==> config.mk <==
export PLATFORM = sky130hd
export DESIGN_NAME = encoder_4to2_df
export DESIGN_NICKNAME = d
export VERILOG_FILES = /design/src/rtl/encoder_4to2_df.sv
export SDC_FILE = /design/constraint.sdc
export NUM_CORES = 1
export LEC_CHECK = 0
export ABC_CLOCK_PERIOD_IN_PS = 800
export CAP_MARGIN = 5
export CORE_AREA = 2 2 39 41
export CTS_BUF_LIST = sky130_fd_sc_hd__clkbuf_4 sky130_fd_sc_hd__clkbuf_8 sky130_fd_sc_hd__clkbuf_16
export DETAILED_ROUTE_END_ITERATION = 8
export DIE_AREA = 0 0 41 43
export GPL_ROUTABILITY_DRIVEN = 1
export HOLD_SLACK_MARGIN = 0.1
export PLACE_DENSITY = 0.3
export REMOVE_ABC_BUFFERS = 1
export SYNTH_ARGS = -nofsm -noshare
export SYNTH_HDL_FRONTEND = slang
export SYNTH_SLANG_ARGS = --single-unit
==> constraint.sdc <==
create_clock -name clk -period 0.8 [get_ports clk]
set_input_delay 0.16 -clock clk [delete_from_list [all_inputs] [get_ports clk]]
set_output_delay 0.16 -clock clk [all_outputs]
set_load 0.05 [all_outputs]
==> src/rtl/encoder_4to2_df.sv <==
// Registered 4-to-2 encoder: index of the asserted input bit, plus "any set"
// and "more than one set" flags, all captured together on one clock edge.
module encoder_4to2_df #(
  parameter int PRIORITY = 0
) (
  input  logic       clk,
  input  logic       rst,
  input  logic [3:0] d,
  output logic [1:0] o,
  output logic       valid,
  output logic       err
);

  localparam bit USE_PRIORITY = (PRIORITY != 0);

  // Each index bit is the OR of the inputs whose index has that bit set.
  function automatic logic [1:0] enc_or(input logic [3:0] x);
    enc_or = {x[2] | x[3], x[1] | x[3]};
  endfunction

  // The highest set bit masks every lower one.
  function automatic logic [1:0] enc_pri(input logic [3:0] x);
    enc_pri = {x[3] | x[2], x[3] | (~x[2] & x[1])};
  endfunction

  // Clearing the lowest set bit leaves something only if two or more were set.
  function automatic logic multi_hot(input logic [3:0] x);
    multi_hot = |(x & (x - 4'd1));
  endfunction

  logic [1:0] o_p0;
  logic       vld_p0;
  logic       err_p0;
  logic [1:0] o_p1;
  logic       vld_p1;
  logic       err_p1;

  // p0: combinational encode of the current input
  always_comb begin
    o_p0   = USE_PRIORITY ? enc_pri(d) : enc_or(d);
    vld_p0 = |d;
    err_p0 = multi_hot(d);
  end

  // p1: all three results registered on the same edge
  always_ff @(posedge clk or posedge rst) begin
    if (rst) begin
      o_p1   <= 2'b00;
      vld_p1 <= 1'b0;
      err_p1 <= 1'b0;
    end else begin
      o_p1   <= o_p0;
      vld_p1 <= vld_p0;
      err_p1 <= err_p0;
    end
  end

  assign o     = o_p1;
  assign valid = vld_p1;
  assign err   = err_p1;

endmodule

==> results.md <==
* Hold_buf cts at 0
* Gp weighted congestion at 0.550
* Chip Width at 41 um
* Largest net degree at the start of global routing at 5
* Seq/Total Area, Yosys at 70.8%
* DR DRC count at 0
* Vias in the first global route at 130
* YS warnings at 0
* Slew margin rel. at 87.1%
* Clock Sinks at 4
* Overflow after GRT at 0
* Mapped Area at 141 sq um
* RSZ-0062 raised after global routing: yes
* Hold Violations, Final at 0
* Outcome: finished, violations left
* Final net count at 35
* Post-Place Setup Slack at -0.457 ns
* Final worst slack at -0.130 ns
* Hold crit path type: in -> async
* Post-Route WL at 297 um
* Area of the multi-input gates at 37.5 sq um
* Power Dens Cells at 1790 nW/um^2
* DIE AREA at 1760 sq um
* Vias per cell at 3.07
* Die Span Y at 43 um
* Worst vdd ir at 0.379 mV
* Final worst path period need at 0.930 ns
* Failing checks: negative setup slack
* Detailed Routing Iterations Pass 1 at 1
* Routed WL per cell at 6.91 um
* PortBufs at 9
* WP buf/inv at 1
* Data required time of the worst path at 0.64 ns
* Crit-path cells: buf_12
* ANT nets after route at 0
* Iteration-0 DRC Markers at 0
* Fmax at 1070 MHz
* Leak at 0.149 nW
* Slowest stage delay, CP at 0.39 ns
* Core region area at 1380 sq um
* Initial antenna violation count at 0
* Yosys reg bits at 4
* Number of placement rows at 14
* Cell variety after synth at 6
* Final core occ at 24.0%
* Mean Syn Cell Area at 12.9 sq um
* Clk pin slew, worst setup/hold paths at 0.04 ns
* CTS tree: built
* Final setup fails at 4
* Starting Density at 10.2%
* Top delay family on crit path: flip-flops
* Final Cycle Share at 116%
* Share of cells above drive strength 1 at 48.1%
* Max Slew Vio Count at 0
* Gr usage total at 4.73%
* Storage cell area at 100 sq um
* DR vias at 132
* CTS Buffer Depth at 2
* First-pass GRT wire length at 462 um
* Crit Path Class: reg -> out
* Cells after synthesis at 11
* Max-Cap Viols at 0
* Worst setup SP type: register
* Crit path DAT at 0.77 ns
* CP Max Fanout at 1
* CTS H-tree lvls at 1
* Worst-Margin Slew at 0.192 ns
* Area Overhead vs Synth at 135%
* Total CTS buffers at 3
* CP Capture Type: output pin
* Clk root buf: clkbuf_4
* Hold Slack at 0.112 ns
* Slowest CP cell: dfrtp_1
* Number of diodes at 0
* Layout fillers at 155
* I/O pin count at 10
[repair_timing]
action,4_1_cts,5_1_grt
hold endpoints to repair,0,0
resized for setup,7,1
endpoints found under the setup margin,8,5
cloned,0,0
pin swaps,2,2
buffers inserted,1,0
[synth_stat cells, drive strengths merged]
cell type  n  area share, %
or2        2            8.8
inv        1            2.7
a211oi     2             11
nor2       1            2.7
or3        1            4.4
dfrtp      4             71
[cells in the final DEF (no fill, tap or decap)]
master | synthesis | layout
a211oi_1 | 2 | 2
buf_12 | 0 | 4
buf_2 | 0 | 1
buf_4 | 0 | 4
clkbuf_2 | 0 | 1
clkbuf_4 | 0 | 3
clkdlybuf4s50_1 | 0 | 1
dfrtp_1 | 4 | 4
dlygate4sd2_1 | 0 | 2
inv_1 | 1 | 1
nor2_1 | 1 | 1
or2_1 | 2 | 2
or3_1 | 1 | 1
[sequential cells by signal, summed over array words and instances, names as in the netlist]
signal / flops
o: 2
err: 1
valid: 1
[power by group]
part	total [mW]	switching [mW]	leakage (nW)	internal (mW)
clock	0.240	0.0725	0.0138	0.167
combinational	0.133	0.0615	0.0948	0.0712
sequential	0.223	0.00841	0.0405	0.214
total	0.595	0.142	0.149	0.453
[metal layers]
layer	GRT usage, %	share of wire, %	up-vias
met3	3.14	19	0
met4	8.00	0	0
met5	0	0	-
met1	3.90	40	52
met2	5.31	41	10
li1	-	-	70
[cell families after synthesis]
family / count (synthesis) / synth area share (%)
AO/OA/AOI/OAI: 2 / 10.6
buffers and inverters: 1 / 2.65
flip-flops: 4 / 70.8
AND/OR/NAND/NOR: 4 / 15.9
[area by class of cell]
type                            count  area share (%)
Inverter                            1            1.13
Timing Repair Buffer               13            44.5
Sequential cell                     4            30.2
Tap cell                           16            6.04
Clock buffer                        3            6.79
Multi-Input combinational cell      6            11.3
[through the flow]
step | cell area, sq um | std cells | power, mW | TNS, ns
after CTS | 337 | 43 | 0.613 | -0.558
after detailed placement | 314 | 39 | 0.364 | -1.31
after global placement | 314 | 39 | 0.363 | -1.29
after global routing | 332 | 43 | 0.640 | -0.613
final | 332 | 43 | 0.595 | -0.508
after floorplan | 141 | 11 | 0.270 | 0
[worst paths after layout]
path	from	slack, ns	cells after the start	end
max in group asynchronous	rst	0.54	2	o[1]
max	o[0]	-0.13	1	o[0]
min in group clk	d[3]	0.24	3	o[0]
min	rst	0.11	2	o[0]
(Power assumes the default switching activity.)
